### config.mk
export PLATFORM = sky130hd
export DESIGN_NAME = i2c_arbiter
export DESIGN_NICKNAME = d
export VERILOG_FILES = /design/src/rtl/i2c_arbiter_pkg.sv /design/src/rtl/i2c_arbiter_round_robin_select.sv /design/src/rtl/i2c_arbiter.sv
export SDC_FILE = /design/constraint.sdc
export NUM_CORES = 1
export LEC_CHECK = 0
export ABC_CLOCK_PERIOD_IN_PS = 2420
export CAP_MARGIN = 10
export CORE_ASPECT_RATIO = 2
export CORE_UTILIZATION = 40
export CTS_CLUSTER_SIZE = 16
export DETAILED_ROUTE_END_ITERATION = 16
export GPL_ROUTABILITY_DRIVEN = 0
export PLACE_DENSITY_LB_ADDON = 0.05
export RECOVER_POWER = 100
export SKIP_LAST_GASP = 1
export SLEW_MARGIN = 10
export SYNTH_ARGS = -nofsm -noshare
export SYNTH_HDL_FRONTEND = slang
export SYNTH_SLANG_ARGS = --single-unit
export TNS_END_PERCENT = 50
### constraint.sdc
create_clock -name clock -period 2.42 [get_ports clock]
set_input_delay 0.484 -clock clock [delete_from_list [all_inputs] [get_ports clock]]
set_output_delay 0.484 -clock clock [all_outputs]
set_load 0.02 [all_outputs]
### src/rtl/i2c_arbiter_pkg.sv
// Shared definitions for the I2C bus arbiter: FSM state encoding and the
// bus-free (5 us) interval derivation, also reused by I2CMaster.
package i2c_arbiter_pkg;

  typedef enum logic [1:0] {
    ST_IDLE  = 2'd0,
    ST_OWNED = 2'd1,
    ST_GUARD = 2'd2
  } arb_state_t;

  // 1 / 5 us, expressed as a rate so the cycle count is a single division.
  localparam int unsigned BUS_FREE_RATE_HZ = 200_000;

  // Clock cycles that make up the bus-free interval, never less than one.
  function automatic int unsigned bus_free_cycles(input int unsigned clock_hz);
    int unsigned cycles;
    cycles = clock_hz / BUS_FREE_RATE_HZ;
    return (cycles < 1) ? 1 : cycles;
  endfunction

endpackage

### src/rtl/i2c_arbiter_round_robin_select.sv
// Combinational round-robin pick: first set request bit at or above the
// pointer, wrapping at CLIENT_COUNT. Returns a one-hot choice and an any flag.
module round_robin_select #(
  parameter int unsigned CLIENT_COUNT  = 4,
  parameter int unsigned POINTER_WIDTH = 2
) (
  input  logic [CLIENT_COUNT-1:0]  i_request,
  input  logic [POINTER_WIDTH-1:0] i_pointer,
  output logic [CLIENT_COUNT-1:0]  o_onehot,
  output logic                     o_any
);

  localparam logic [POINTER_WIDTH:0] N_W = (POINTER_WIDTH+1)'(CLIENT_COUNT);

  logic [POINTER_WIDTH:0]   w_sum;
  logic [POINTER_WIDTH-1:0] w_idx;
  logic                     w_found;

  // Walk the clients starting at the pointer; the first requester wins.
  always_comb begin
    o_onehot = '0;
    w_found  = 1'b0;
    w_sum    = '0;
    w_idx    = '0;
    for (int unsigned i = 0; i < CLIENT_COUNT; i++) begin
      w_sum = {1'b0, i_pointer} + (POINTER_WIDTH+1)'(i);
      if (w_sum >= N_W) begin
        w_sum = w_sum - N_W;
      end
      w_idx = w_sum[POINTER_WIDTH-1:0];
      if (!w_found && i_request[w_idx]) begin
        o_onehot[w_idx] = 1'b1;
        w_found         = 1'b1;
      end
    end
  end

  assign o_any = w_found;

endmodule

### src/rtl/i2c_arbiter.sv
// Round-robin arbiter sharing one open-drain I2C bus among several masters.
// Grants are registered; the granted client's SCL/SDA drive is muxed onto
// the pads combinationally. A bus-free guard interval separates owners.
module i2c_arbiter
  import i2c_arbiter_pkg::*;
#(
  parameter int unsigned CLIENT_COUNT    = 4,
  parameter int unsigned CLOCK_FREQUENCY = 100_000_000,
  parameter int unsigned BUS_FREE_CYCLES = bus_free_cycles(CLOCK_FREQUENCY)
) (
  input  logic                    clock,
  input  logic                    reset,
  input  logic [CLIENT_COUNT-1:0] request,
  output logic [CLIENT_COUNT-1:0] grant,
  input  logic [CLIENT_COUNT-1:0] client_scl_output,
  input  logic [CLIENT_COUNT-1:0] client_sda_output,
  input  logic                    scl_input,
  input  logic                    sda_input,
  output logic                    scl_output,
  output logic                    sda_output,
  output logic                    busy
);

  localparam int unsigned CW = $clog2(BUS_FREE_CYCLES + 1);
  localparam int unsigned PW = (CLIENT_COUNT > 1) ? $clog2(CLIENT_COUNT) : 1;
  localparam logic [CW-1:0] LAST_COUNT = CW'(BUS_FREE_CYCLES - 1);

  arb_state_t              r_state;
  arb_state_t              w_state_next;
  logic [CLIENT_COUNT-1:0] r_grant;
  logic [CLIENT_COUNT-1:0] w_grant_next;
  logic [PW-1:0]           r_pointer;
  logic [PW-1:0]           w_pointer_next;
  logic [CW-1:0]           r_count;
  logic [CW-1:0]           w_count_next;

  logic [CLIENT_COUNT-1:0] w_select;
  logic                    w_select_any;
  logic [PW-1:0]           w_after_owner;
  logic                    w_owner_requesting;

  round_robin_select #(
    .CLIENT_COUNT (CLIENT_COUNT),
    .POINTER_WIDTH(PW)
  ) u_select (
    .i_request(request),
    .i_pointer(r_pointer),
    .o_onehot (w_select),
    .o_any    (w_select_any)
  );

  // Pointer value just past the current owner, wrapping to client 0.
  always_comb begin
    w_after_owner = '0;
    for (int unsigned i = 0; i < CLIENT_COUNT; i++) begin
      if (r_grant[i]) begin
        w_after_owner = (i == CLIENT_COUNT - 1) ? '0 : PW'(i + 1);
      end
    end
  end

  assign w_owner_requesting = |(request & r_grant);

  // Next-state logic: guard counting, grant selection and owner release.
  always_comb begin
    w_state_next   = r_state;
    w_grant_next   = r_grant;
    w_pointer_next = r_pointer;
    w_count_next   = r_count;
    case (r_state)
      ST_GUARD: begin
        if (scl_input && sda_input) begin
          if (r_count == LAST_COUNT) begin
            w_state_next = ST_IDLE;
            w_count_next = '0;
          end else begin
            w_count_next = r_count + CW'(1);
          end
        end else begin
          w_count_next = '0;
        end
      end
      ST_IDLE: begin
        if (w_select_any) begin
          w_grant_next = w_select;
          w_state_next = ST_OWNED;
        end
      end
      ST_OWNED: begin
        if (!w_owner_requesting) begin
          w_grant_next   = '0;
          w_pointer_next = w_after_owner;
          w_count_next   = '0;
          w_state_next   = ST_GUARD;
        end
      end
      default: begin
        w_grant_next = '0;
        w_count_next = '0;
        w_state_next = ST_GUARD;
      end
    endcase
  end

  // State register; reset lands in GUARD so the bus is proven free first.
  always_ff @(posedge clock) begin
    if (reset) begin
      r_state   <= ST_GUARD;
      r_grant   <= '0;
      r_pointer <= '0;
      r_count   <= '0;
    end else begin
      r_state   <= w_state_next;
      r_grant   <= w_grant_next;
      r_pointer <= w_pointer_next;
      r_count   <= w_count_next;
    end
  end

  // Non-owner drives are forced to 1 by ~grant, so with no grant the pads
  // release and with a one-hot grant they follow the owner only.
  assign scl_output = &(client_scl_output | ~r_grant);
  assign sda_output = &(client_sda_output | ~r_grant);

  assign grant = r_grant;
  assign busy  = (r_state != ST_IDLE);

endmodule
==> results summary, run 1 <==
The aggregate routed wire length is 3.16 mm. The portion of total power attributed to the clock network is 37.2%. The fraction of registers with async set or reset after synthesis is 0%. The reported leakage power came out at 0.000565 uW.

The number of buffer cells added on primary ports came out at 22. STA classifies the critical path startpoint as a primary input. The number of gates resized after CTS was 0. The leading register cell type out of synthesis is dfxtp_1. For the worst setup path, the data required time is 1.94 ns. The total congestion overflow after global routing came out at 0. The gate count after technology mapping is 150.

The path class of the tightest hold or removal check is register to register. The initial antenna violation count was 0. The transition time at the pin with the least slew margin came out at 0.562 ns.

In the final layout, flip-flops and latches occupy 340 sq um. The combined area of the multi-input logic cells is 838 sq um. The count of warnings emitted by yosys is 0. The count of vias placed by the detailed router came out at 1226. The total number of H-tree levels came out at 1. The fraction of synthesized cell area taken by the top area cell type came out at 27.3%. The worst hold slack came out at 0.514 ns. The sequential fraction of the synthesis area is 27.3%.

The largest fanout on the critical path is 1. The initial utilization of the core area, before any placement, comes to 41.9%. In the synthesized netlist, the cells that appear most often are dfxtp_1 (17), a21oi_1 (16), nor2_1 (16).

The number of sinks handled by clock tree synthesis is 17. The area growth from synthesis to layout is 26.2%. After floorplanning, the core was divided into 28 placement rows.

By startpoint and endpoint, the worst setup path is classified as primary input to output port. The achievable clock frequency came out at 440 MHz. The core utilization of the finished layout is 52.9%. The period utilization is 93.9%. Setup repair after global routing left no endpoint under its margin.

The worst setup path is captured at an output port. The core region area came out at 0.00298 sq mm. The worst-case IR drop observed on VDD is 0.164 mV. The number of post-CTS setup repair buffers came out at 0. Counting flops with a built-in enable in the synthesized netlist gives 0. Averaged over all synthesized cells, the footprint is 8.32 sq um. Setup total negative slack on the finished layout was measured at 0 ns. The count of nets left with antenna violations once routing finished came out at 0. The total track usage is 20.5%.

In the final routed layout, each cell accounts on average for 15.1 um. The area of the mapped netlist came out at 0.00125 sq mm. The count of endpoints failing hold in the final timing report came out at 0.

The clock root buffer is clkbuf_8. The sequential share of power is 50.5%. In this run, the combinational gates consume 12.3% of the power.

Yosys instantiated no cell more often than dfxtp_1. The chip height is 81.0 um. The setup skew after layout came out at 0.000870 ns. The via count of the first global-routing pass is 1197.

The number of nets handed over by synthesis was 174. The run finished with clean final reports. The count of hold buffers inserted by post-cts repair is 0. The detailed router finished its first iteration with 24 violations. The area of the die came out at 0.00336 sq mm. The remaining max-slew budget at the tightest pin came out at 62.0%. The shortest clock period the worst path allows after layout is 2.27 ns. The final count of negative-setup-slack endpoints came out at 0. From left edge to right edge, the die measures 41.5 um.

The switching portion of total power is 21.7%. The post-route netlist has 8.89% of its cells at a drive strength greater than 1. The signal arrival time at the worst endpoint is 1.79 ns. The wire length of the first global-routing pass came out at 5.35 mm. 0 antenna diodes ended up in the layout. The max-slew violation total from the final report is 0. The TritonCTS clock tree is yes. The fill cell instance count of the final layout came out at 295. For this run, design rule violations remaining after detail routing come to 0. Timing analysis after detailed placement gives a worst setup slack of 0.0257 ns. The worst-skew pair later-pin latency is 0.24 ns.

The unique cell type count in the Yosys netlist came out at 39. The layout net count is 205. The number of max-capacitance violations reported is 0. The clock slew seen by the registers of the worst setup and hold paths came out at 0.06 ns. The switching power of the nets came out at 121 uW. The HPWL after detailed placement is 2.66 mm.

The clock passes through at most 2 buffers. The per-cell via count in the routed design is 5.84. The internal power component came out at 436 uW.

The register bit total from synthesis is 17. The largest net degree at the start of global routing is 14. The iteration count of the initial detailed-routing pass is 4. dfxtp_1 takes more of the synthesized area than any other cell. The count of pins on the block boundary is 23. By area the synthesized netlist is led by dfxtp_1 (27%), ha_1 (8.0%), a21oi_1 (6.4%).

Clock tree synthesis inserted a total of 3 buffers. The setup slack after layout came out at 0.148 ns. The power per standard cell area is 354 mW/mm^2.
[worst max-delay path: stages]
cell,delay [ns]
clkdlybuf4s50_1,0.45
o22ai_1,0.08
nor2_1,0.10
dlygate4sd3_1,0.67
[state kept, by name, summed over array words and instances, names as in the netlist]
register   flops
r_count        9
grant          4
r_pointer      2
r_state        2
[cell usage in the layout (no fill, tap or decap), drive strengths merged, types with 4 or more instances in the layout]
| cell type | netlist | routed |
|---|---|---|
| dfxtp | 17 | 17 |
| nor2 | 16 | 16 |
| a21oi | 16 | 16 |
| clkdlybuf4s50 | 0 | 14 |
| o21ai | 10 | 10 |
| inv | 9 | 9 |
| nand2 | 8 | 8 |
| ha | 8 | 8 |
| dlygate4sd3 | 0 | 8 |
| mux2i | 7 | 7 |
| clkbuf | 2 | 7 |
| buf | 3 | 6 |
| o22ai | 4 | 4 |
| nor4 | 4 | 4 |
| and2 | 4 | 4 |
| a221o | 4 | 4 |
| a211oi | 4 | 4 |
| mux2 | 4 | 4 |
[layout make-up]
type	count	share of cell area, %
clock buffers	4	2.86
inverters	9	2.14
multi-input cells	119	53.2
flip-flops and latches	17	21.6
well taps	30	2.38
repair buffers	31	17.8
[metal layers]
layer	vias to the layer above	wire [um]	track usage [%]
li1	625	-	-
met1	590	1100	19.3
met2	7	1970	41.4
met3	4	40	1.78
met4	0	52	11.0
met5	-	0	0
[through the flow]
step           instances  area (sq um)  total power, uW
2_1_floorplan        150          1250              316
3_3_place_gp         206          1540              357
3_5_place_dp         206          1540              358
4_1_cts              210          1580              567
5_1_grt              210          1580              583
6_report             210          1580              557
[worst paths after layout]
path	from	to	slack (ns)	cells after the start
max	client_sda_output[0]	sda_output	0.15	4
min	r_count[2]	r_count[2]	0.51	2
max reg2reg	r_pointer[0]	grant[0]	0.30	5
min reg2reg	r_count[2]	r_count[2]	0.51	2
[power by group through the flow]
| stage | Combinational (uW) | Sequential, uW | Clock (uW) |
|---|---|---|---|
| 6_report | 68.6 | 281 | 207 |
| 5_1_grt | 74.6 | 281 | 227 |
| 4_1_cts | 71.1 | 281 | 214 |
| 3_5_place_dp | 70.7 | 288 | 0 |
| 3_3_place_gp | 69.0 | 288 | 0 |
| 2_1_floorplan | 28.5 | 288 | 0 |
[cells by family after synthesis]
| logic type | synth area share [%] |
|---|---|
| AO/OA/AOI/OAI | 23.5 |
| XOR/XNOR | 1.40 |
| adder cells (fa/ha/maj) | 8.02 |
| buffers and inverters | 5.61 |
| flip-flops | 27.3 |
| multiplexers | 13.7 |
| AND/OR/NAND/NOR | 20.4 |
Note: power is estimated with default switching activity, not from simulation.
==> run 2, diff against run 1 <==
--- a/config.mk
+++ b/config.mk
@@ -9,9 +9,11 @@
 export CAP_MARGIN = 10
 export CORE_ASPECT_RATIO = 2
 export CORE_UTILIZATION = 40
+export CTS_BUF_LIST = sky130_fd_sc_hd__clkbuf_8
 export CTS_CLUSTER_SIZE = 16
 export DETAILED_ROUTE_END_ITERATION = 16
 export GPL_ROUTABILITY_DRIVEN = 0
+export MAX_ROUTING_LAYER = met4
 export PLACE_DENSITY_LB_ADDON = 0.05
 export RECOVER_POWER = 100
 export SKIP_LAST_GASP = 1
==> run 2 against run 1 <==
Clock-buffer cell count decreased by 1. Die area unchanged. Combinational power about the same. Via count increased by 0.16%. Final area unchanged. Global-route usage increased by 0.53 points. Clock power decreased by 2%. Flip-flop and latch count unchanged. Cell count unchanged. Register-to-register slack about the same. Critical path depth unchanged. Largest power group unchanged. Highest routed layer unchanged.
==> results summary, run 2 (same netlist as run 1, synthesis figures left out) <==
The total overflow left after global routing is 0. The tree is rooted in a clkbuf_8. The number of gates resized after CTS was 0.

The critical path data required time is 1.94 ns. Setup repair after global routing left no endpoint under its margin. The fill cell instance count of the final layout came out at 295. The end of the worst register-to-register path is grant[0]. The width of the die came out at 41.5 um. The TritonCTS buffer count came out at 3.

No sink is reached through more buffers than the 2 on the longest clock path. STA classifies the critical path endpoint as an output port. The count of endpoints failing hold in the final timing report was 0. The effective utilization at floorplan came out at 41.9%. The initial antenna violation count came out at 0. Counting cells, the worst reg-to-reg path comes to 5.

The top register by number of flip-flops is r_count. The placed wire-length estimate after detailed placement came out at 2.66 mm. TritonCTS built the clock tree. The chip height is 81.0 um. The period utilization is 93.9%. The count of vias placed by the detailed router came out at 1228. STA classifies the critical path startpoint as a primary input.

During placement, the flow inserted port buffers numbering 22. The timing startpoint of the critical path is client_sda_output[0]. The iteration count of the initial detailed-routing pass is 4. In this run, the number of DRC markers left after iteration 0 of detailed routing was 23. Leaving out fill and tap cells, the most frequent cells in the layout are dfxtp_1 (17), nor2_1 (16), a21oi_1 (16), clkdlybuf4s50_1 (14).

The die covers 0.00336 sq mm. From synthesis to final layout, the design area changed by 26.2%. The setup skew after layout is 0.000912 ns. Entering global routing, the biggest net connects 14 pins. The max-slew violation total from the final report is 0. The reported leakage power came out at 0.000570 uW. The wire length of the first global-routing pass is 5.33 mm. The number of sinks handled by clock tree synthesis is 17. The power per standard cell area came out at 351 mW/mm^2. The number of max-capacitance violations reported came out at 0. The worst vdd rail ir drop came out at 0.164 mV. After routing, the total negative slack on setup checks comes to 0 ns. The worst-skew pair later-pin latency is 0.24 ns. The layout net count came out at 205. By startpoint and endpoint, the worst setup path is classified as primary input to output port.

The via count of the first global-routing pass came out at 1199. The transition time at the pin with the least slew margin is 0.562 ns. The most critical setup path has its endpoint at sda_output.

The aggregate routed wire length came out at 3.17 mm. The count of hold buffers inserted by post-cts repair is 0. The achievable clock frequency came out at 440 MHz. The commonest non-fill, non-tap cell in the layout is dfxtp_1. The number of diodes came out at 0. The detailed-route DRC error count came out at 0.

The tightest hold path in the finished design has a slack of 0.514 ns. The flop-to-flop setup slack is 0.30 ns. The fraction of layout cells with a size suffix above 1 is 8.89%. The worst reg2reg path startpoint is r_pointer[0]. For this design the top-level I/O count stands at 23. The number of core rows came out at 28. Of all nets on the critical path, the largest fanout is 1. The number of post-CTS setup repair buffers is 0. Data arrives at the worst endpoint at 1.79 ns.

The total number of H-tree levels is 1. The per-cell via count in the routed design came out at 5.85. Across every metal layer, demand over resource in global routing totals 21.0%. In this run the tightest slew margin relative to its limit is 62.1%. Clock-pin slew was measured on the worst setup and hold paths at 0.06 ns. The core region area came out at 0.00298 sq mm.

The flip-flop count of the largest register after layout is 9. The antenna violation net count after detailed routing came out at 0. The final count of negative-setup-slack endpoints is 0. The path class of the tightest hold or removal check is register to register. The wire length per cell is 15.1 um. The cell depth of the worst min-delay path is 2. The worst path needs 2.27 ns of the cycle, external delays included.

The flow ran to the end, and the final reports show no timing, DRC or antenna violations.
-- run 2: changes by cell type in the layout (fill, tap and decap cells not counted) --
cell | before | now
clkbuf_1 | 3 | 2
inv_1 | 9 | 10
-- run 2: how the worst min path moves through the flow --
| stage | startpoint | end | slack [ns] |
|---|---|---|---|
| floorplan | r_count[2] | r_count[2] | 0.47 |
| global placement | r_count[2] | r_count[2] | 0.49 |
| detailed placement | r_count[2] | r_count[2] | 0.51 |
| CTS | r_count[2] | r_count[2] | 0.52 |
| global route | r_count[8] | r_count[8] | 0.56 |
| finish | r_count[2] | r_count[2] | 0.51 |
-- run 2: metal layers --
layer	share of wire, %	global-route usage (%)	up-vias
li1	-	-	625
met1	35	19.5	590
met2	62	41.4	9
met3	0.85	1.33	4
met4	1.6	11.0	0
met5	0	-	-
-- run 2: final cells by class --
cell class	instances	area [sq um]	area share, %
Clock inverter	1	3.75	0.238
Tap cell	30	37.5	2.38
Timing Repair Buffer	31	280	17.8
Multi-Input combinational cell	119	838	53.2
Inverter	9	33.8	2.14
Clock buffer	3	41.3	2.62
Sequential cell	17	340	21.6
-- run 2: critical path, cell delays in order --
cell and delay [ns]:
clkdlybuf4s50_1 0.45, o22ai_1 0.08, nor2_1 0.10, dlygate4sd3_1 0.67
-- run 2: power breakdown --
group,switching (uW),leakage [uW],internal (uW),total [uW]
Combinational,29.4,0.000406,39.3,68.7
Sequential,0.753,0.000137,281,281
Clock,90.2,0.0000269,112,202
-- run 2: metrics by stage --
step / instances / setup slack [ns] / power (uW) / util [%] / instance area (sq um)
6_report: 210 / 0.148 / 553 / 52.9 / 1580
5_1_grt: 210 / 0.0786 / 579 / 52.9 / 1580
4_1_cts: 210 / 0.201 / 563 / 53.2 / 1580
3_5_place_dp: 206 / 0.0257 / 358 / 51.6 / 1540
3_3_place_gp: 206 / 0.0856 / 357 / 51.6 / 1540
2_1_floorplan: 150 / 0.241 / 316 / - / 1250
==> RTL change, RTL diff (settings of run 1) <==
The 3 states of `arb_state_t` get a one-hot encoding in 3 bits.
--- a/src/rtl/i2c_arbiter_pkg.sv
+++ b/src/rtl/i2c_arbiter_pkg.sv
@@ -2,10 +2,10 @@
 // bus-free (5 us) interval derivation, also reused by I2CMaster.
 package i2c_arbiter_pkg;
 
-  typedef enum logic [1:0] {
-    ST_IDLE  = 2'd0,
-    ST_OWNED = 2'd1,
-    ST_GUARD = 2'd2
+  typedef enum logic [2:0] {
+    ST_IDLE  = 3'b001,
+    ST_OWNED = 3'b010,
+    ST_GUARD = 3'b100
   } arb_state_t;
 
   // 1 / 5 us, expressed as a rate so the cycle count is a single division.
Function: same outputs for any inputs over 10 cycles, from zero or initial values and one cycle with reset high; not proved beyond that.
==> RTL change against run 1 <==
Fmax rose by 0.33%; sequential cell count rose by 1; critical path depth did not move; routed wire length rose by 21%; synthesized cell count rose by 3.3%; area after synthesis rose by 7.6%; power rose by 10%; worst setup slack improved by 0.0074 ns; design area rose by 7.1%; register-to-register slack got worse by 0.15 ns; highest routed layer unchanged.
==> RTL change: results (changes against run 1) <==
| Metric | Value |
|---|---|
| Outcome | finished clean (unchanged) |
| DR pass1 iterations | 4 (unchanged) |
| Distinct cell type count of the synthesized netlist | 40 (was 39) |
| Mean number of vias per cell | 6.47 (was 5.84) |
| Ratio of cells with drive above 1 in the final layout | 0.148 (was 0.0889) |
| Ranking of synthesized cells by area | sky130_fd_sc_hd__dfxtp_1 27%, sky130_fd_sc_hd__ha_1 7.4%, sky130_fd_sc_hd__nand4_1 5.6% (was sky130_fd_sc_hd__dfxtp_1 27%, sky130_fd_sc_hd__ha_1 8.0%, sky130_fd_sc_hd__a21oi_1 6.4%) |
| Synthesized-area fraction occupied by xor and xnor cells | 0 (was 0.0140) |
| Pin count of the biggest net entering global routing | 17 (was 14) |
| IR drop worst, VDD | 537 uV (was 164 uV) |
| Number of design-rule violations left by the first detailed-router iteration | 38 (was 24) |
| Post-synthesis compound-gate area fraction | 0.254 (was 0.235) |
| Synthesized-area fraction occupied by adder cells | 0.0745 (was 0.0802) |
| Placed wire-length estimate | 3050 um (was 2660 um) |
| Post-synthesis mux area share | 0.0894 (was 0.137) |
| Global-route wire length before repair | 6110 um (was 5350 um) |
| Number of nets in the final layout | 207 (was 205) |
| Static leakage | 0.532 nW (was 0.565 nW) |
| Clk_skew | 0.00354 ns (was 0.000870 ns) |
| Worst relative slew slack | 0.604 (was 0.620) |
| Internal Pwr Total | 0.000477 W (was 0.000436 W) |
| Syn Nets | 179 (was 174) |
| Global route overflow | 0 (unchanged) |
| Maximum operating frequency | 0.441 GHz (was 0.440 GHz) |
| Post-detailed-route wirelength per cell | 17.9 um (was 15.1 um) |
| Synth cell count leaders | 18 x sky130_fd_sc_hd__dfxtp_1, 12 x sky130_fd_sc_hd__nand4_1, 10 x sky130_fd_sc_hd__a21oi_1 (was 17 x sky130_fd_sc_hd__dfxtp_1, 16 x sky130_fd_sc_hd__a21oi_1, 16 x sky130_fd_sc_hd__nor2_1) |
| Area after DPL | 1630 um2 (was 1540 um2) |
RTL change: what timing repair did:
action                                  CTS  global route
endpoints found under the hold margin     0             0
hold buffers                              0             0
gates resized for setup                   0             1
endpoints found under the setup margin    0             3
RTL change: kinds of logic (layout without fill, tap and decap cells):
logic type / Yosys count / count (layout)
simple gates: 59 / 59
compound gates: 47 / 47
flops: 18 / 18
buf+inv: 15 / 42
fa+ha+maj: 8 / 8
mux: 8 / 8
RTL change: worst paths after layout:
check / startpoint / end / slack, ns / cells past startpoint
setup / recovery: client_sda_output[0] / sda_output / 0.15 / 4
hold / removal: r_count[8] / r_count[8] / 0.49 / 2
setup reg to reg: r_pointer[0] / grant[3] / 0.15 / 6
hold reg to reg: r_count[8] / r_count[8] / 0.49 / 2
RTL change: area by class of cell:
cell class,count,area (um2)
tap,31,38.8
inverter,8,30.0
multi-input combinational,122,927
sequential,18,360
clock buffer,4,55.1
timing repair buffer,30,277
fill,314,1510
RTL change: power by group through the flow:
| stage | registers (W) | clock network [W] | logic (W) |
|---|---|---|---|
| floorplan | 0.000304 | 0 | 0.0000273 |
| global placement | 0.000305 | 0 | 0.0000656 |
| detailed placement | 0.000305 | 0 | 0.0000672 |
| CTS | 0.000298 | 0.000256 | 0.0000677 |
| global route | 0.000298 | 0.000266 | 0.0000721 |
| finish | 0.000298 | 0.000248 | 0.0000677 |
RTL change: per-stage QoR:
step | hold WS [ns] | util | instances | TNS, ns | setup slack, ns
after floorplan | 0.456 | - | 155 | 0 | 0.0801
after global placement | 0.474 | 0.511 | 209 | -0.527 | -0.0702
after detailed placement | 0.486 | 0.511 | 209 | -1.27 | -0.178
after CTS | 0.496 | 0.528 | 213 | 0 | 0.0924
after global routing | 0.535 | 0.529 | 213 | 0 | 0.0916
final | 0.489 | 0.529 | 213 | 0 | 0.155
RTL change: routing by layer:
layer / share of wire / GRT usage / up-vias
met2: 0.53 / 0.383 / 43
met1: 0.37 / 0.224 / 645
met4: 0.078 / 0.160 / 0
met3: 0.025 / 0.0260 / 22
met5: 0 / 0 / -
li1: - / - / 668
RTL change: critical path, stage by stage:
cell and delay, ns:
sky130_fd_sc_hd__clkdlybuf4s50_1 0.46, sky130_fd_sc_hd__o22ai_1 0.07, sky130_fd_sc_hd__nor2_1 0.09, sky130_fd_sc_hd__dlygate4sd3_1 0.68
